<file path="src/rtl/alu_op_driver_if.sv">
// -----------------------------------------------------------------------------
// alu_op_driver_if
// Signal bundle for alu_op_driver: request channel, ALU operand/result pins,
// response channel, busy flag and (with ALU_OP_DRIVER_STATS_EN) statistics.
//   slave  : view used by alu_op_driver itself
//   master : mirror view for the command source / ALU / response consumer
// Signals:
//   req_valid_i, req_ready_o, req_a_i, req_b_i, req_op_i  request handshake
//   alu_a_o, alu_b_o, alu_op_o                            registered ALU inputs
//   alu_result_i, alu_invalid_i                           ALU outputs
//   rsp_valid_o, rsp_ready_i, rsp_result_o, rsp_invalid_o response handshake
//   busy_o                                                not IDLE
//   op_count_o, invalid_count_o                           ALU_OP_DRIVER_STATS_EN only
// -----------------------------------------------------------------------------
interface alu_op_driver_if #(
   parameter int unsigned WIDTH    = 4,
   parameter int unsigned OP_WIDTH = 4
`ifdef ALU_OP_DRIVER_STATS_EN
   , parameter int unsigned CNT_WIDTH = 8
`endif
);
   logic                req_valid_i;
   logic                req_ready_o;
   logic [WIDTH-1:0]    req_a_i;
   logic [WIDTH-1:0]    req_b_i;
   logic [OP_WIDTH-1:0] req_op_i;
   logic [WIDTH-1:0]    alu_a_o;
   logic [WIDTH-1:0]    alu_b_o;
   logic [OP_WIDTH-1:0] alu_op_o;
   logic [WIDTH-1:0]    alu_result_i;
   logic                alu_invalid_i;
   logic                rsp_valid_o;
   logic                rsp_ready_i;
   logic [WIDTH-1:0]    rsp_result_o;
   logic                rsp_invalid_o;
   logic                busy_o;
`ifdef ALU_OP_DRIVER_STATS_EN
   logic [CNT_WIDTH-1:0] op_count_o;
   logic [CNT_WIDTH-1:0] invalid_count_o;
`endif

   modport slave (
      input  req_valid_i, req_a_i, req_b_i, req_op_i,
      input  alu_result_i, alu_invalid_i, rsp_ready_i,
      output req_ready_o, alu_a_o, alu_b_o, alu_op_o,
      output rsp_valid_o, rsp_result_o, rsp_invalid_o, busy_o
`ifdef ALU_OP_DRIVER_STATS_EN
      , output op_count_o, invalid_count_o
`endif
   );

   modport master (
      output req_valid_i, req_a_i, req_b_i, req_op_i,
      output alu_result_i, alu_invalid_i, rsp_ready_i,
      input  req_ready_o, alu_a_o, alu_b_o, alu_op_o,
      input  rsp_valid_o, rsp_result_o, rsp_invalid_o, busy_o
`ifdef ALU_OP_DRIVER_STATS_EN
      , input op_count_o, invalid_count_o
`endif
   );
endinterface

</file>
<file path="src/rtl/alu_op_driver.sv">
// -----------------------------------------------------------------------------
// alu_op_driver
// Sequencing front end for a combinational ALU. Accepts a request, drives the
// registered operands/opcode onto the ALU, waits SETTLE cycles, samples the
// ALU result/invalid flag and offers it on a valid/ready response channel.
// Ports:
//   clk_i  system clock (rising edge)
//   rst_i  asynchronous active-high reset
//   bus    alu_op_driver_if.slave (request, ALU pins, response, busy)
// Optional: define ALU_OP_DRIVER_STATS_EN to add saturating op_count_o and
// invalid_count_o counters (CNT_WIDTH bits) on the interface.
// -----------------------------------------------------------------------------
module alu_op_driver #(
   parameter int unsigned WIDTH     = 4,
   parameter int unsigned OP_WIDTH  = 4,
   parameter int unsigned SETTLE    = 1,
   parameter int unsigned CNT_WIDTH = 8
) (
   input  logic           clk_i,
   input  logic           rst_i,
   alu_op_driver_if.slave bus
);
   if (SETTLE < 1 || SETTLE > 15 || CNT_WIDTH < 1) begin : g_param_check
      $error("alu_op_driver: SETTLE must be 1..15 and CNT_WIDTH >= 1");
   end

   typedef enum logic [1:0] {S_IDLE, S_WAIT, S_RESP} state_t;

   state_t              state, state_nx;
   logic [3:0]          cnt, cnt_nx;
   logic [WIDTH-1:0]    a_q, a_nx, b_q, b_nx;
   logic [OP_WIDTH-1:0] op_q, op_nx;
   logic [WIDTH-1:0]    res_q, res_nx;
   logic                inv_q, inv_nx;
   logic                vld_q, vld_nx;
   logic                accept, capture;

   always_ff @(posedge clk_i or posedge rst_i) begin
      if (rst_i) begin
         state <= S_IDLE;
         cnt   <= '0;
         a_q   <= '0;
         b_q   <= '0;
         op_q  <= '0;
         res_q <= '0;
         inv_q <= 1'b0;
         vld_q <= 1'b0;
      end else begin
         state <= state_nx;
         cnt   <= cnt_nx;
         a_q   <= a_nx;
         b_q   <= b_nx;
         op_q  <= op_nx;
         res_q <= res_nx;
         inv_q <= inv_nx;
         vld_q <= vld_nx;
      end
   end

   assign accept  = (state == S_IDLE) && bus.req_valid_i;
   assign capture = (state == S_WAIT) && (cnt == '0);

   always_comb begin
      state_nx = state;
      cnt_nx   = cnt;
      a_nx     = a_q;
      b_nx     = b_q;
      op_nx    = op_q;
      res_nx   = res_q;
      inv_nx   = inv_q;
      vld_nx   = vld_q;
      case (state)
         S_IDLE: begin
            if (accept) begin
               a_nx     = bus.req_a_i;
               b_nx     = bus.req_b_i;
               op_nx    = bus.req_op_i;
               cnt_nx   = 4'(SETTLE - 1);
               state_nx = S_WAIT;
            end
         end
         S_WAIT: begin
            if (capture) begin
               res_nx   = bus.alu_result_i;
               inv_nx   = bus.alu_invalid_i;
               vld_nx   = 1'b1;
               state_nx = S_RESP;
            end else begin
               cnt_nx = cnt - 4'd1;
            end
         end
         S_RESP: begin
            if (bus.rsp_ready_i) begin
               vld_nx   = 1'b0;
               state_nx = S_IDLE;
            end
         end
         default: state_nx = S_IDLE;
      endcase
   end

   // Ready is masked by reset so no request can appear accepted while held.
   assign bus.req_ready_o   = (state == S_IDLE) && !rst_i;
   assign bus.busy_o        = (state != S_IDLE);
   assign bus.alu_a_o       = a_q;
   assign bus.alu_b_o       = b_q;
   assign bus.alu_op_o      = op_q;
   assign bus.rsp_valid_o   = vld_q;
   assign bus.rsp_result_o  = res_q;
   assign bus.rsp_invalid_o = inv_q;

`ifdef ALU_OP_DRIVER_STATS_EN
   logic [CNT_WIDTH-1:0] op_cnt, inv_cnt;

   always_ff @(posedge clk_i or posedge rst_i) begin
      if (rst_i) begin
         op_cnt  <= '0;
         inv_cnt <= '0;
      end else begin
         if (accept && op_cnt != '1)
            op_cnt <= op_cnt + 1'b1;
         if (capture && bus.alu_invalid_i && inv_cnt != '1)
            inv_cnt <= inv_cnt + 1'b1;
      end
   end

   assign bus.op_count_o      = op_cnt;
   assign bus.invalid_count_o = inv_cnt;
`endif
endmodule

</file>
<file path="src/flat_wrapper.sv">
// flat-port wrapper written by rule: the top's interface ports become plain ports
module alu_op_driver_flat 
#(
   parameter int unsigned WIDTH     = 4,
   parameter int unsigned OP_WIDTH  = 4,
   parameter int unsigned SETTLE    = 1,
   parameter int unsigned CNT_WIDTH = 8
)
  (clk_i, rst_i, bus_req_valid_i, bus_req_a_i, bus_req_b_i, bus_req_op_i, bus_alu_result_i, bus_alu_invalid_i, bus_rsp_ready_i, bus_req_ready_o, bus_alu_a_o, bus_alu_b_o, bus_alu_op_o, bus_rsp_valid_o, bus_rsp_result_o, bus_rsp_invalid_o, bus_busy_o);
  alu_op_driver_if #(.WIDTH(WIDTH), .OP_WIDTH(OP_WIDTH)) bus_i ();
  input  logic clk_i;
  input  logic rst_i;
  input wire logic [$bits(bus_i.req_valid_i)-1:0] bus_req_valid_i;
  input wire logic [$bits(bus_i.req_a_i)-1:0] bus_req_a_i;
  input wire logic [$bits(bus_i.req_b_i)-1:0] bus_req_b_i;
  input wire logic [$bits(bus_i.req_op_i)-1:0] bus_req_op_i;
  input wire logic [$bits(bus_i.alu_result_i)-1:0] bus_alu_result_i;
  input wire logic [$bits(bus_i.alu_invalid_i)-1:0] bus_alu_invalid_i;
  input wire logic [$bits(bus_i.rsp_ready_i)-1:0] bus_rsp_ready_i;
  output wire logic [$bits(bus_i.req_ready_o)-1:0] bus_req_ready_o;
  output wire logic [$bits(bus_i.alu_a_o)-1:0] bus_alu_a_o;
  output wire logic [$bits(bus_i.alu_b_o)-1:0] bus_alu_b_o;
  output wire logic [$bits(bus_i.alu_op_o)-1:0] bus_alu_op_o;
  output wire logic [$bits(bus_i.rsp_valid_o)-1:0] bus_rsp_valid_o;
  output wire logic [$bits(bus_i.rsp_result_o)-1:0] bus_rsp_result_o;
  output wire logic [$bits(bus_i.rsp_invalid_o)-1:0] bus_rsp_invalid_o;
  output wire logic [$bits(bus_i.busy_o)-1:0] bus_busy_o;
  assign bus_i.req_valid_i = bus_req_valid_i;
  assign bus_i.req_a_i = bus_req_a_i;
  assign bus_i.req_b_i = bus_req_b_i;
  assign bus_i.req_op_i = bus_req_op_i;
  assign bus_i.alu_result_i = bus_alu_result_i;
  assign bus_i.alu_invalid_i = bus_alu_invalid_i;
  assign bus_i.rsp_ready_i = bus_rsp_ready_i;
  assign bus_req_ready_o = bus_i.req_ready_o;
  assign bus_alu_a_o = bus_i.alu_a_o;
  assign bus_alu_b_o = bus_i.alu_b_o;
  assign bus_alu_op_o = bus_i.alu_op_o;
  assign bus_rsp_valid_o = bus_i.rsp_valid_o;
  assign bus_rsp_result_o = bus_i.rsp_result_o;
  assign bus_rsp_invalid_o = bus_i.rsp_invalid_o;
  assign bus_busy_o = bus_i.busy_o;
  alu_op_driver #(.WIDTH(WIDTH), .OP_WIDTH(OP_WIDTH), .SETTLE(SETTLE), .CNT_WIDTH(CNT_WIDTH)) u_core (.clk_i(clk_i), .rst_i(rst_i), .bus(bus_i));
endmodule
</file>
<file path="config.mk">
export PLATFORM = sky130hd
export DESIGN_NAME = alu_op_driver_flat
export DESIGN_NICKNAME = d
export VERILOG_FILES = /design/src/rtl/alu_op_driver_if.sv /design/src/rtl/alu_op_driver.sv /design/src/flat_wrapper.sv
export SDC_FILE = /design/constraint.sdc
export NUM_CORES = 1
export LEC_CHECK = 0
export BUFFER_PORTS_ARGS = -buffer_cell sky130_fd_sc_hd__buf_2
export CAP_MARGIN = 20
export CORE_MARGIN = 5
export CORE_UTILIZATION = 39
export DETAILED_ROUTE_END_ITERATION = 12
export HOLD_SLACK_MARGIN = 0.08
export PLACE_DENSITY = 0.66
export SYNTH_ARGS = -nofsm -noshare
export SYNTH_HDL_FRONTEND = slang
export SYNTH_SLANG_ARGS = --single-unit
</file>
<file path="constraint.sdc">
create_clock -name clk_i -period 4.56 [get_ports clk_i]
set_clock_uncertainty 0.05 [all_clocks]
set_input_delay 0.456 -clock clk_i [delete_from_list [all_inputs] [get_ports clk_i]]
set_output_delay 0.456 -clock clk_i [all_outputs]
set_load 0.05 [all_outputs]
</file>
### Word level (Yosys, flattened, before mapping)

Cells that the tools add are included.

* logic and storage cells: 39
* input port bits: 21
* register bits after elaboration: 24
* output and inout bits: 20

* add/subtract/negate cells: 1
* multiplexer cells: 10
* reductions and logical operators: 14
* equal/unequal tests: 6

Operators by type and width (count)
* $reduce_and A3 Y1: 3
* $mux W4: 2
* $pmux W4 S2: 1
* $mux W2: 3
* $pmux W2 S3: 1
* $reduce_bool A2 Y1: 3
* $logic_not A4 Y1: 1
* $ne A2 B1 Y1 const B: 2
* $ne A2 B2 Y1 const B: 2
* $reduce_and A2 Y1: 2
* $sub A4 B1 Y4 const B: 1
* $logic_and A1 B1 Y1: 3
* $eq A2 B1 Y1 const B: 1
* $eq A2 B2 Y1 const B: 1
* $logic_not A2 Y1: 1
* $mux W1: 2
* $pmux W1 S2: 1
* $logic_not A1 Y1: 1

### Logic depth before layout (Yosys ltp)

Gate-level depths: netlist of the first run.

* depth in word-level cells: 4
* gate-level depth with buffers: 5
* gate-level depth less buffers: 5

### Worst setup path after synthesis of the first run

OpenSTA, ideal clock, no wires.

* path kind: register to output
* start point: register u_core.state[0]
* end point: output bus_req_ready_o
* cell stages (with the launch flop): 4
* arrival: 1.674 ns
* path slack: 2.380 ns
* required time: 4.054 ns
* buffers on the path: 1
* cell sequence: dfrtp_1 > clkbuf_1 > or2_2 > nor2_1

* word-level cells in the longest chain between the ends: 2

Ends and longest elaborated chain
* start: declaration: line alu_op_driver.sv:29 `state_t state, state_nx;`
* start signal: assignment: line alu_op_driver.sv:49 `state <= state_nx;`
* $logic_not A2 Y1: line alu_op_driver.sv:103 `assign bus.req_ready_o = (state == S_IDLE) && !rst_i;`
* $logic_and A1 B1 Y1: line alu_op_driver.sv:103
* end: declaration: line flat_wrapper.sv:20 `output wire logic [$bits(bus_i.req_ready_o)-1:0] bus_req_ready_o;`

Every way passes these cells.

### Final worst setup path of the first run

Ends and elaborated chain as after synthesis.

==> impl_results.html, run 1 <==
<table>
<tr><th>Metric</th><th>Value</th></tr>
<tr><th colspan="2">Status</th></tr>
<tr><td>Run status</td><td>complete, no violations</td></tr>
<tr><th colspan="2">Floorplan</th></tr>
<tr><td>Die height</td><td>62.19 µm</td></tr>
<tr><td>Chip width</td><td>62.19 µm</td></tr>
<tr><td>Number of primary I/O pins</td><td>41</td></tr>
<tr><td>Core region area</td><td>0.002686 mm²</td></tr>
<tr><td>Num rows</td><td>19</td></tr>
<tr><td>Floorplan die area</td><td>0.003868 mm²</td></tr>
<tr><td>Starting density of the core</td><td>39.54%</td></tr>
<tr><th colspan="2">Place</th></tr>
<tr><td>Global placement routability congestion</td><td>0.6867</td></tr>
<tr><td>Total half-perimeter wirelength after legalization and detailed placement</td><td>1.552 mm</td></tr>
<tr><td>Total of buffers placed on input and output ports</td><td>40</td></tr>
<tr><td>Area after DPL</td><td>0.001266 mm²</td></tr>
<tr><th colspan="2">Synthesis</th></tr>
<tr><td>Post-Synthesis Cell Area</td><td>0.001062 mm²</td></tr>
<tr><td>Synthesized area per cell</td><td>13.80 µm²</td></tr>
<tr><td>Most frequently used flop master after synthesis</td><td>sky130_fd_sc_hd__dfrtp_1</td></tr>
<tr><td>Leading cell types by count after synthesis</td><td>24 x sky130_fd_sc_hd__dfrtp_1, 9 x sky130_fd_sc_hd__mux2_2, 8 x sky130_fd_sc_hd__mux2_4</td></tr>
<tr><td>Combinational family with the most area after synthesis</td><td>multiplexers</td></tr>
<tr><td>Number of instances in the synthesized netlist</td><td>77</td></tr>
<tr><td>Synthesized-area fraction occupied by xor and xnor cells</td><td>0%</td></tr>
<tr><td>Most frequent cell after synthesis</td><td>sky130_fd_sc_hd__dfrtp_1</td></tr>
<tr><td>Area fraction of the dominant cell type after synthesis</td><td>56.54%</td></tr>
<tr><td>FFs w/ async S/R, synth</td><td>100.0%</td></tr>
<tr><td>Synth Net Count</td><td>100</td></tr>
<tr><td>Synth top area cells</td><td>sky130_fd_sc_hd__dfrtp_1 57%, sky130_fd_sc_hd__mux2_4 11%, sky130_fd_sc_hd__mux2_2 9.5%</td></tr>
<tr><td>Adder-cell area share of the yosys netlist</td><td>2.356%</td></tr>
<tr><td>Fraction of the mapped netlist area in simple logic gates</td><td>10.01%</td></tr>
<tr><td>Cell type with the highest aggregate area in the netlist</td><td>sky130_fd_sc_hd__dfrtp_1</td></tr>
<tr><td>Netlist cell types</td><td>24</td></tr>
<tr><td>Fraction of the mapped netlist area in compound gates</td><td>5.536%</td></tr>
<tr><td>Count of flip-flops with a built-in enable after synthesis</td><td>0</td></tr>
<tr><td>Post-synthesis sequential element count</td><td>24</td></tr>
<tr><td>Portion of netlist area occupied by mux cells</td><td>20.85%</td></tr>
<tr><td>Sequential cell area fraction in the yosys report</td><td>56.54%</td></tr>
<tr><td>Ys Warns</td><td>0</td></tr>
<tr><th colspan="2">Setup path</th></tr>
<tr><td>Slowest CP cell</td><td>sky130_fd_sc_hd__dfrtp_1</td></tr>
<tr><td>Crit path arrival time</td><td>1.51 ns</td></tr>
<tr><td>Worst setup slack for register-to-register paths</td><td>2.78 ns</td></tr>
<tr><td>Crit path required time</td><td>4.05 ns</td></tr>
<tr><td>Critical Path Fanout Max</td><td>11</td></tr>
<tr><td>Slowest stage delay, CP</td><td>0.50 ns</td></tr>
<tr><td>Class of the most critical setup path</td><td>reg -&gt; out</td></tr>
<tr><td>Worst-path cell chain</td><td>or2_2 &gt; nor2_1 &gt; buf_2</td></tr>
<tr><td>Startpoint class of the critical path</td><td>register</td></tr>
<tr><td>Setup crit end kind</td><td>output pin</td></tr>
<tr><th colspan="2">Timing</th></tr>
<tr><td>Fin crit period</td><td>2.021 ns</td></tr>
<tr><td>RSZ-0062 raised after global routing</td><td>false</td></tr>
<tr><td>Worst-case headroom to the max-slew limit</td><td>41.78%</td></tr>
<tr><td>Endpoints failing hold</td><td>0</td></tr>
<tr><td>Maximum frequency from static timing analysis</td><td>494.9 MHz</td></tr>
<tr><td>Worst Max-Slew Pin Slew</td><td>0.8724 ns</td></tr>
<tr><td>Sum of negative setup slack</td><td>0 ns</td></tr>
<tr><td>Total of endpoints with negative setup slack in the final report</td><td>0</td></tr>
<tr><td>Tcrit/Tclk final</td><td>44.31%</td></tr>
<tr><td>Final-report max-slew violation count</td><td>0</td></tr>
<tr><th colspan="2">Global routing</th></tr>
<tr><td>First-pass GRT wire length</td><td>3.512 mm</td></tr>
<tr><td>Initial antenna violation count</td><td>0</td></tr>
<tr><td>Vias in the first global route</td><td>778</td></tr>
<tr><td>All-Layer GR Usage</td><td>11.17%</td></tr>
<tr><td>Largest net degree at the start of global routing</td><td>25</td></tr>
<tr><td>Global route overflow</td><td>0</td></tr>
<tr><th colspan="2">Routing</th></tr>
<tr><td>DRC violations left</td><td>0</td></tr>
<tr><td>WL/cell</td><td>13.53 µm</td></tr>
<tr><td>Antenna-violating nets left</td><td>0</td></tr>
<tr><td>Pre-antenna DRT Iters</td><td>3</td></tr>
<tr><td>Drt initial violations</td><td>14</td></tr>
<tr><td>Via Count</td><td>721</td></tr>
<tr><td>Vias per Instance</td><td>4.839</td></tr>
<tr><td>DRT Wirelength</td><td>2.016 mm</td></tr>
<tr><th colspan="2">Cells and area</th></tr>
<tr><td>Combined flip-flop and latch cell area</td><td>600.6 µm²</td></tr>
<tr><td>Layout-stage area growth over the synthesis result</td><td>22.61%</td></tr>
<tr><td>Antenna Diode Count</td><td>0</td></tr>
<tr><td>Ratio of cells with drive above 1 in the final layout</td><td>53.39%</td></tr>
<tr><td>Total number of nets in the final design</td><td>142</td></tr>
<tr><td>Non-Filler Cell Area, Final</td><td>0.001303 mm²</td></tr>
<tr><td>Combined area of the multi-input logic cells</td><td>411.6 µm²</td></tr>
<tr><td>Filler Cell Count</td><td>257</td></tr>
<tr><th colspan="2">Clock network</th></tr>
<tr><td>Buffers from clock root to sink, at most</td><td>2</td></tr>
<tr><td>Worst skew pair latency</td><td>0.32 ns</td></tr>
<tr><td>CTS Buf Count</td><td>3</td></tr>
<tr><td>CTS HTree Levels</td><td>1</td></tr>
<tr><td>Post-CTS Setup Bufs</td><td>0</td></tr>
<tr><td>Post-CTS sizing</td><td>0</td></tr>
<tr><td>Clock tree from TritonCTS</td><td>done</td></tr>
<tr><td># clock sinks</td><td>24</td></tr>
<tr><td>Post-CTS Hold Buffers</td><td>0</td></tr>
<tr><td>Clock-pin slew reported for the worst setup and hold paths after clock tree synthesis</td><td>0.13 ns</td></tr>
<tr><td>Clock root buffer</td><td>sky130_fd_sc_hd__clkbuf_4</td></tr>
<tr><th colspan="2">Run</th></tr>
<tr><td>Max capacitance violation total</td><td>0</td></tr>
<tr><th colspan="2">Min path</th></tr>
<tr><td>Hold Crit Class</td><td>in -&gt; async</td></tr>
</table>
-- registers in the layout (all words and copies together) (netlist names) --
signal / flops
u_core.bus.alu_a_o: 4
u_core.bus.alu_b_o: 4
u_core.bus.alu_op_o: 4
u_core.bus.rsp_invalid_o: 1
u_core.bus.rsp_result_o: 4
u_core.bus.rsp_valid_o: 1
u_core.cnt: 4
u_core.state: 2
-- critical path: cells and delay by family (launching register included) --
family                 cells  cell delay (ns)
buffers and inverters      1             0.27
DFF                        1             0.50
and+or+nand+nor            2             0.42
-- cells by family (layout without fill, tap and decap cells) --
| group | after synthesis | in the layout |
|---|---|---|
| buffers and inverters | 7 | 48 |
| AOI/OAI and AO/OA | 9 | 9 |
| adders and majority gates | 2 | 2 |
| muxes | 17 | 17 |
| DFF | 24 | 24 |
| and+or+nand+nor | 18 | 18 |
-- placed cells by master (no fill, tap or decap), types with 2 or more instances in the layout --
cell type,instances
sky130_fd_sc_hd__nor2_1,2
sky130_fd_sc_hd__o31ai_1,2
sky130_fd_sc_hd__nand2_1,4
sky130_fd_sc_hd__mux2_4,8
sky130_fd_sc_hd__buf_2,40
sky130_fd_sc_hd__ha_1,2
sky130_fd_sc_hd__dfrtp_1,24
sky130_fd_sc_hd__clkbuf_4,3
sky130_fd_sc_hd__a21oi_1,2
sky130_fd_sc_hd__inv_1,4
sky130_fd_sc_hd__nand3_1,4
sky130_fd_sc_hd__nor3_1,2
sky130_fd_sc_hd__mux2_2,9
sky130_fd_sc_hd__o21ai_0,2
-- area by class of cell --
class | count | share of cell area (%)
Multi-Input combinational cell | 46 | 31.60
Clock buffer | 4 | 2.786
Inverter | 4 | 1.153
Sequential cell | 24 | 46.11
Tap cell | 31 | 2.978
Timing Repair Buffer | 40 | 15.37
-- worst paths after layout --
| kind | to | cells after the start | from |
|---|---|---|---|
| max | bus_req_ready_o | 3 | u_core.state[0] |
| min | u_core.bus.alu_a_o[0] | 2 | rst_i |
| max reg2reg | u_core.bus.alu_a_o[0] | 2 | u_core.state[0] |
| min reg2reg | u_core.bus.rsp_result_o[1] | 1 | u_core.bus.rsp_result_o[1] |
| max in group asynchronous | u_core.bus.rsp_result_o[1] | 2 | rst_i |
| min in group clk_i | u_core.state[1] | 2 | bus_rsp_ready_i |
-- metal layers --
layer,track usage [%],wire length (µm),part of all wire [%]
met2,18.65,1032,51
met5,0,0,0
met3,2.703,103,5.1
met1,13.16,839,42
met4,5.691,42,2.1
-- through the flow --
stage / setup WS [ns] / hold slack [ns] / instances / util [%]
after global routing: 2.430 / 0.2438 / 149 / 48.49
after CTS: 2.519 / 0.2631 / 149 / 48.49
after floorplan: 2.380 / 0.4206 / 77 / -
after detailed placement: 2.733 / 0.4381 / 145 / 47.14
final: 2.539 / 0.2605 / 149 / 48.49
after global placement: 2.793 / 0.4347 / 145 / 47.14
Power of run 1 is not shown: default switching activity piles up to over one toggle a cycle in this logic, so the estimate is an artifact.
==> run 2: changes to the inputs <==
--- a/config.mk
+++ b/config.mk
@@ -11,7 +11,7 @@
 export CORE_UTILIZATION = 39
 export DETAILED_ROUTE_END_ITERATION = 12
 export HOLD_SLACK_MARGIN = 0.08
-export PLACE_DENSITY = 0.66
+export PLACE_DENSITY = 0.69
 export SYNTH_ARGS = -nofsm -noshare
 export SYNTH_HDL_FRONTEND = slang
 export SYNTH_SLANG_ARGS = --single-unit
==> constraint.sdc (replaced) <==
create_clock -name clk_i -period 1.7 [get_ports clk_i]
set_clock_uncertainty 0.05 [all_clocks]
set_input_delay 0.17 -clock clk_i [delete_from_list [all_inputs] [get_ports clk_i]]
set_output_delay 0.17 -clock clk_i [all_outputs]
set_load 0.05 [all_outputs]
==> run 2 against run 1 <==
  * Routed wire length grew 17%
  * Cell area grew 18%
  * First-iteration DRC count is the same
  * Sequential share of layout area shrank 7.1 points
  * Die area is the same
  * Via count grew 15%
  * Setup slack lost 2.5 ns
  * Highest routed layer unchanged
==> impl_results.html, run 2 (synthesis gave the netlist of run 1 again) <==
<table>
<tr><th>Metric</th><th>Value</th></tr>
<tr><th colspan="2">Cells and area</th></tr>
<tr><td>Commonest non-fill, non-tap cells in the layout</td><td>39 x sky130_fd_sc_hd__buf_2, 24 x sky130_fd_sc_hd__dfrtp_1, 19 x sky130_fd_sc_hd__dlygate4sd3_1</td></tr>
<tr><td>Antenna Diode Count</td><td>0</td></tr>
<tr><td>Total number of nets in the final design</td><td>166</td></tr>
<tr><td>Most common cell after layout, fill and taps aside</td><td>sky130_fd_sc_hd__buf_2</td></tr>
<tr><td>Ratio of cells with drive above 1 in the final layout</td><td>48.94%</td></tr>
<tr><td>Layout-stage area growth over the synthesis result</td><td>44.76%</td></tr>
<tr><th colspan="2">Global routing</th></tr>
<tr><td>Vias in the first global route</td><td>883</td></tr>
<tr><td>Global route overflow</td><td>0</td></tr>
<tr><td>All-Layer GR Usage</td><td>12.72%</td></tr>
<tr><td>Initial antenna violation count</td><td>0</td></tr>
<tr><td>First-pass GRT wire length</td><td>4.071 mm</td></tr>
<tr><td>Largest net degree at the start of global routing</td><td>16</td></tr>
<tr><th colspan="2">Routing</th></tr>
<tr><td>Vias per Instance</td><td>4.808</td></tr>
<tr><td>Drt initial violations</td><td>14</td></tr>
<tr><td>DRC violations left</td><td>0</td></tr>
<tr><td>Pre-antenna DRT Iters</td><td>4</td></tr>
<tr><td>Via Count</td><td>827</td></tr>
<tr><td>DRT Wirelength</td><td>2.364 mm</td></tr>
<tr><td>Antenna-violating nets left</td><td>0</td></tr>
<tr><td>WL/cell</td><td>13.74 µm</td></tr>
<tr><th colspan="2">Run</th></tr>
<tr><td>Max capacitance violation total</td><td>0</td></tr>
<tr><th colspan="2">Floorplan</th></tr>
<tr><td>Num rows</td><td>19</td></tr>
<tr><td>Core region area</td><td>0.002686 mm²</td></tr>
<tr><td>Floorplan die area</td><td>0.003868 mm²</td></tr>
<tr><td>Chip width</td><td>62.19 µm</td></tr>
<tr><td>Number of primary I/O pins</td><td>41</td></tr>
<tr><td>Starting density of the core</td><td>39.54%</td></tr>
<tr><td>Die height</td><td>62.19 µm</td></tr>
<tr><th colspan="2">Timing</th></tr>
<tr><td>Maximum frequency from static timing analysis</td><td>612.2 MHz</td></tr>
<tr><td>Final-report max-slew violation count</td><td>0</td></tr>
<tr><td>Worst Max-Slew Pin Slew</td><td>0.3633 ns</td></tr>
<tr><td>Post-Route Hold Slack</td><td>0.1839 ns</td></tr>
<tr><td>Tcrit/Tclk final</td><td>96.09%</td></tr>
<tr><td>Fin crit period</td><td>1.634 ns</td></tr>
<tr><td>Total of endpoints with negative setup slack in the final report</td><td>0</td></tr>
<tr><td>Worst-case headroom to the max-slew limit</td><td>75.75%</td></tr>
<tr><td>Endpoints failing hold</td><td>0</td></tr>
<tr><th colspan="2">Clock network</th></tr>
<tr><td>Buffers from clock root to sink, at most</td><td>2</td></tr>
<tr><td>Clock root buffer</td><td>sky130_fd_sc_hd__clkbuf_4</td></tr>
<tr><td>Post-CTS Setup Bufs</td><td>0</td></tr>
<tr><td>Clock-pin slew reported for the worst setup and hold paths after clock tree synthesis</td><td>0.12 ns</td></tr>
<tr><td>Clock tree from TritonCTS</td><td>done</td></tr>
<tr><td>CTS HTree Levels</td><td>1</td></tr>
<tr><td>Worst skew pair latency</td><td>0.30 ns</td></tr>
<tr><td># clock sinks</td><td>24</td></tr>
<tr><td>CTS Buf Count</td><td>3</td></tr>
<tr><th colspan="2">Place</th></tr>
<tr><td>Global placement routability congestion</td><td>0.6915</td></tr>
<tr><td>Total of buffers placed on input and output ports</td><td>40</td></tr>
<tr><td>Total half-perimeter wirelength after legalization and detailed placement</td><td>1.694 mm</td></tr>
<tr><th colspan="2">Min path</th></tr>
<tr><td>Hold Crit Class</td><td>in -&gt; reg</td></tr>
<tr><th colspan="2">Setup path</th></tr>
<tr><td>Critical Path Fanout Max</td><td>10</td></tr>
<tr><td>Crit path arrival time</td><td>1.41 ns</td></tr>
<tr><td>Setup crit end kind</td><td>output pin</td></tr>
<tr><td>Crit path required time</td><td>1.48 ns</td></tr>
<tr><td>Class of the most critical setup path</td><td>reg -&gt; out</td></tr>
<tr><td>Startpoint class of the critical path</td><td>register</td></tr>
<tr><th colspan="2">Status</th></tr>
<tr><td>Run status</td><td>complete, no violations</td></tr>
</table>
-- run 2: changes by cell type in the layout (fill, tap and decap cells not counted), sizes merged --
cell	before	now
buf	40	45
clkbuf	4	3
dlygate4sd3	0	19
-- run 2: what timing repair did --
action | 4_1_cts | 5_1_grt
hold buffers | 19 | 0
hold endpoints to repair | 27 | 0
gates resized for setup | 4 | 1
endpoints found under the setup margin | 1 | 5
-- run 2: final cells by class --
cell class | count | area [µm²]
clock buffer | 3 | 22.52
fill | 230 | 1149
inverter | 4 | 15.01
multi-input combinational | 46 | 426.7
sequential | 24 | 600.6
tap | 31 | 38.79
timing repair buffer | 64 | 434.2
-- run 2: routing by layer --
layer / global-route usage, % / routed length (µm)
met4: 3.252 / 14
met2: 22.28 / 1271
met1: 15.45 / 956
met5: 0 / 0
met3: 3.063 / 121
-- run 2: path summary, 6_finish.rpt --
kind                                        start                    endpoint  slack (ns)  depth (start not counted)
setup / recovery                  u_core.state[0]             bus_req_ready_o        0.07                          4
hold / removal                    bus_req_valid_i               u_core.cnt[3]        0.18                          4
setup reg to reg                    u_core.cnt[1]               u_core.cnt[0]        0.12                          6
hold reg to reg            u_core.bus.alu_op_o[1]      u_core.bus.alu_op_o[1]        0.46                          1
max in group asynchronous                   rst_i             u_core.state[1]        0.74                          4
min in group asynchronous                   rst_i  u_core.bus.rsp_result_o[3]        0.34                          3
-- run 2: worst max-delay path, cell delays in order, from the launching register on --
cell and delay (ns):
sky130_fd_sc_hd__dfrtp_1 0.41, sky130_fd_sc_hd__buf_4 0.18, sky130_fd_sc_hd__or2_4 0.27, sky130_fd_sc_hd__nor2_4 0.09, sky130_fd_sc_hd__buf_6 0.16
-- run 2: through the flow --
| stage | util, % | setup TNS [ns] | cell area, µm² | setup WS, ns | instances |
|---|---|---|---|---|---|
| final | 57.24 | 0 | 1538 | 0.06644 | 172 |
| after global routing | 57.24 | -0.01859 | 1538 | -0.01859 | 172 |
| after CTS | 57.06 | 0 | 1533 | 0.03800 | 172 |
| after detailed placement | 48.63 | 0 | 1306 | 0.05773 | 150 |
| after global placement | 48.63 | 0 | 1306 | 0.1388 | 150 |
| after floorplan | - | 0 | 1065 | 0.03528 | 77 |
Power of run 2 is left out for the same reason.
==> run 3: changes to the inputs <==
--- a/config.mk
+++ b/config.mk
@@ -7,11 +7,13 @@
 export LEC_CHECK = 0
 export BUFFER_PORTS_ARGS = -buffer_cell sky130_fd_sc_hd__buf_2
 export CAP_MARGIN = 20
+export CELL_PAD_IN_SITES_DETAIL_PLACEMENT = 1
+export CELL_PAD_IN_SITES_GLOBAL_PLACEMENT = 1
 export CORE_MARGIN = 5
-export CORE_UTILIZATION = 39
+export CORE_UTILIZATION = 33
 export DETAILED_ROUTE_END_ITERATION = 12
 export HOLD_SLACK_MARGIN = 0.08
-export PLACE_DENSITY = 0.69
+export PLACE_DENSITY_LB_ADDON = 0.1
 export SYNTH_ARGS = -nofsm -noshare
 export SYNTH_HDL_FRONTEND = slang
 export SYNTH_SLANG_ARGS = --single-unit
==> run 3 against run 2 <==
  * Die area up 15%
  * Global-route usage down 0.25 points
  * Cell area up 2.0%
  * Critical path depth unchanged
  * Final cell count up 9.3%
  * Sequential share of layout area down 0.78 points
  * Routed wire length up 9.0%
  * Worst hold slack worse by 0.017 ns
  * Highest routed layer unchanged
==> impl_results.html, run 3 (synthesis gave the netlist of run 1 again) <==
<table>
<tr><th>Metric</th><th>Value</th></tr>
<tr><th colspan="2">Status</th></tr>
<tr><td>Run status</td><td>complete, no violations</td></tr>
<tr><th colspan="2">Timing</th></tr>
<tr><td>Worst Max-Slew Pin Slew</td><td>0.2929 ns</td></tr>
<tr><td>Total of endpoints with negative setup slack in the final report</td><td>0</td></tr>
<tr><td>Sum of negative setup slack</td><td>0 ns</td></tr>
<tr><td>Tcrit/Tclk final</td><td>97.36%</td></tr>
<tr><td>Endpoints failing hold</td><td>0</td></tr>
<tr><td>Final-report max-slew violation count</td><td>0</td></tr>
<tr><td>Post-Route Hold Slack</td><td>0.1673 ns</td></tr>
<tr><td>Maximum frequency from static timing analysis</td><td>604.2 MHz</td></tr>
<tr><td>RSZ-0062 raised after global routing</td><td>true</td></tr>
<tr><td>Fin crit period</td><td>1.655 ns</td></tr>
<tr><td>Setup slack of the critical path after layout</td><td>0.04496 ns</td></tr>
<tr><td>Worst-case headroom to the max-slew limit</td><td>80.23%</td></tr>
<tr><th colspan="2">Floorplan</th></tr>
<tr><td>Core region area</td><td>0.003078 mm²</td></tr>
<tr><td>Die height</td><td>66.74 µm</td></tr>
<tr><td>Starting density of the core</td><td>34.51%</td></tr>
<tr><td>Number of primary I/O pins</td><td>41</td></tr>
<tr><td>Floorplan die area</td><td>0.004454 mm²</td></tr>
<tr><td>Chip width</td><td>66.74 µm</td></tr>
<tr><td>Num rows</td><td>20</td></tr>
<tr><th colspan="2">Setup path</th></tr>
<tr><td>Crit path required time</td><td>1.48 ns</td></tr>
<tr><td>Crit path arrival time</td><td>1.44 ns</td></tr>
<tr><td>Startpoint class of the critical path</td><td>register</td></tr>
<tr><td>Critical Path Fanout Max</td><td>4</td></tr>
<tr><td>Setup crit end kind</td><td>output pin</td></tr>
<tr><td>Worst setup slack for register-to-register paths</td><td>0.15 ns</td></tr>
<tr><td>Class of the most critical setup path</td><td>reg -&gt; out</td></tr>
<tr><th colspan="2">Power and ir drop</th></tr>
<tr><td>Maximum ir drop on the vdd rail</td><td>0.8322 mV</td></tr>
<tr><td>Total power after layout</td><td>3.421 mW</td></tr>
<tr><td>Leak Pwr</td><td>0.7675 nW</td></tr>
<tr><td>Combinational share of power</td><td>63.4%</td></tr>
<tr><td>Proportion of power drawn by the clock network</td><td>7.1%</td></tr>
<tr><td>Cell Int Power</td><td>1.710 mW</td></tr>
<tr><td>Power dissipated by switching net loads</td><td>1.711 mW</td></tr>
<tr><td>Sequential Power Share</td><td>29.5%</td></tr>
<tr><td>Switching part of the total power</td><td>50.01%</td></tr>
<tr><td>Pwr/cell area</td><td>2181 mW/mm²</td></tr>
<tr><th colspan="2">Routing</th></tr>
<tr><td>Pre-antenna DRT Iters</td><td>2</td></tr>
<tr><td>DRC violations left</td><td>0</td></tr>
<tr><td>Vias per Instance</td><td>4.468</td></tr>
<tr><td>WL/cell</td><td>13.71 µm</td></tr>
<tr><td>DRT Wirelength</td><td>2.577 mm</td></tr>
<tr><td>Via Count</td><td>840</td></tr>
<tr><td>Drt initial violations</td><td>17</td></tr>
<tr><td>Antenna-violating nets left</td><td>0</td></tr>
<tr><th colspan="2">Cells and area</th></tr>
<tr><td>Most common cell after layout, fill and taps aside</td><td>sky130_fd_sc_hd__buf_2</td></tr>
<tr><td>Ratio of cells with drive above 1 in the final layout</td><td>50.00%</td></tr>
<tr><td>Post-route non-filler standard cell count</td><td>188</td></tr>
<tr><td>Antenna Diode Count</td><td>0</td></tr>
<tr><td>Filler Cell Count</td><td>349</td></tr>
<tr><td>Total number of nets in the final design</td><td>169</td></tr>
<tr><td>Commonest non-fill, non-tap cells in the layout</td><td>39 x sky130_fd_sc_hd__buf_2, 24 x sky130_fd_sc_hd__dfrtp_1, 19 x sky130_fd_sc_hd__dlygate4sd3_1</td></tr>
<tr><td>Non-Filler Cell Area, Final</td><td>0.001569 mm²</td></tr>
<tr><td>Layout-stage area growth over the synthesis result</td><td>47.70%</td></tr>
<tr><td>Layout Utilization</td><td>50.98%</td></tr>
<tr><th colspan="2">Place</th></tr>
<tr><td>Area after DPL</td><td>0.001338 mm²</td></tr>
<tr><td>Setup Slack @ Placement</td><td>0.08097 ns</td></tr>
<tr><td>Total of buffers placed on input and output ports</td><td>40</td></tr>
<tr><td>Global placement routability congestion</td><td>0.7430</td></tr>
<tr><td>Number of cells in the design after placement</td><td>165</td></tr>
<tr><td>Total half-perimeter wirelength after legalization and detailed placement</td><td>1.859 mm</td></tr>
<tr><th colspan="2">Clock network</th></tr>
<tr><td>Clock root buffer</td><td>sky130_fd_sc_hd__clkbuf_4</td></tr>
<tr><td>CTS Buf Count</td><td>3</td></tr>
<tr><td>Buffers from clock root to sink, at most</td><td>2</td></tr>
<tr><td>Clock tree from TritonCTS</td><td>done</td></tr>
<tr><td>CTS HTree Levels</td><td>1</td></tr>
<tr><td># clock sinks</td><td>24</td></tr>
<tr><td>Worst skew pair latency</td><td>0.31 ns</td></tr>
<tr><td>Clock-pin slew reported for the worst setup and hold paths after clock tree synthesis</td><td>0.12 ns</td></tr>
<tr><th colspan="2">Global routing</th></tr>
<tr><td>Vias in the first global route</td><td>907</td></tr>
<tr><td>Global route overflow</td><td>0</td></tr>
<tr><td>Initial antenna violation count</td><td>0</td></tr>
<tr><td>First-pass GRT wire length</td><td>4.126 mm</td></tr>
<tr><td>Largest net degree at the start of global routing</td><td>20</td></tr>
<tr><td>All-Layer GR Usage</td><td>12.46%</td></tr>
<tr><th colspan="2">Min path</th></tr>
<tr><td>Hold Crit Class</td><td>in -&gt; reg</td></tr>
<tr><th colspan="2">Run</th></tr>
<tr><td>Max capacitance violation total</td><td>0</td></tr>
</table>
[run 3: cell count changes in the layout (fill, tap and decap cells not counted)]
cell | previous run | this run
sky130_fd_sc_hd__nor2_4 | 1 | 0
sky130_fd_sc_hd__or2_4 | 1 | 0
sky130_fd_sc_hd__buf_4 | 5 | 8
sky130_fd_sc_hd__or2_2 | 0 | 1
sky130_fd_sc_hd__nor2_2 | 0 | 1
[run 3: power by group through the flow]
stage          logic (mW)  clock network (mW)  registers, mW
6_report             2.17               0.242           1.01
5_1_grt              2.32               0.287           1.05
4_1_cts              2.16               0.266           1.01
3_5_place_dp         2.11                   0           1.03
3_3_place_gp         2.09                   0           1.01
2_1_floorplan       0.858                   0           1.79
[run 3: worst max-delay path, cell delays in order, from the launching register on]
cell and delay, ns:
sky130_fd_sc_hd__dfrtp_1 0.41, sky130_fd_sc_hd__buf_4 0.15, sky130_fd_sc_hd__or2_2 0.31, sky130_fd_sc_hd__nor2_2 0.09
sky130_fd_sc_hd__buf_6 0.16
[run 3: per-layer routing]
layer	GRT usage (%)	up-vias	wire length [µm]
li1	-	403	-
met1	14.54	407	1075
met2	22.52	26	1307
met3	2.192	4	163
met4	4.569	0	30
met5	0	-	0
[run 3: worst paths after layout]
check	startpoint	endpoint	cells past startpoint
setup / recovery	u_core.state[0]	bus_req_ready_o	4
hold / removal	bus_req_valid_i	u_core.cnt[3]	4
setup reg to reg	u_core.cnt[0]	u_core.cnt[0]	6
hold reg to reg	u_core.bus.alu_op_o[2]	u_core.bus.alu_op_o[2]	1
max in group asynchronous	rst_i	u_core.bus.rsp_result_o[2]	4
min in group asynchronous	rst_i	u_core.state[1]	3
[run 3: final cells by class]
class                      count  area, µm²  area share (%)
inverter                       4      15.01          0.9569
clock buffer                   3      22.52           1.435
tap                           44      55.05           3.509
sequential                    24      600.6           38.28
timing repair buffer          67      456.7           29.11
multi-input combinational     46      419.2           26.71
[run 3: what timing repair did]
action | in CTS | in global routing
endpoints found under the setup margin | 1 | 7
setup buffers | 0 | 1
resized for setup | 1 | 2
hold buffers | 19 | 0
hold endpoints to repair | 42 | 0
gates cloned | 0 | 0
Note: power is estimated with default switching activity, not from simulation.
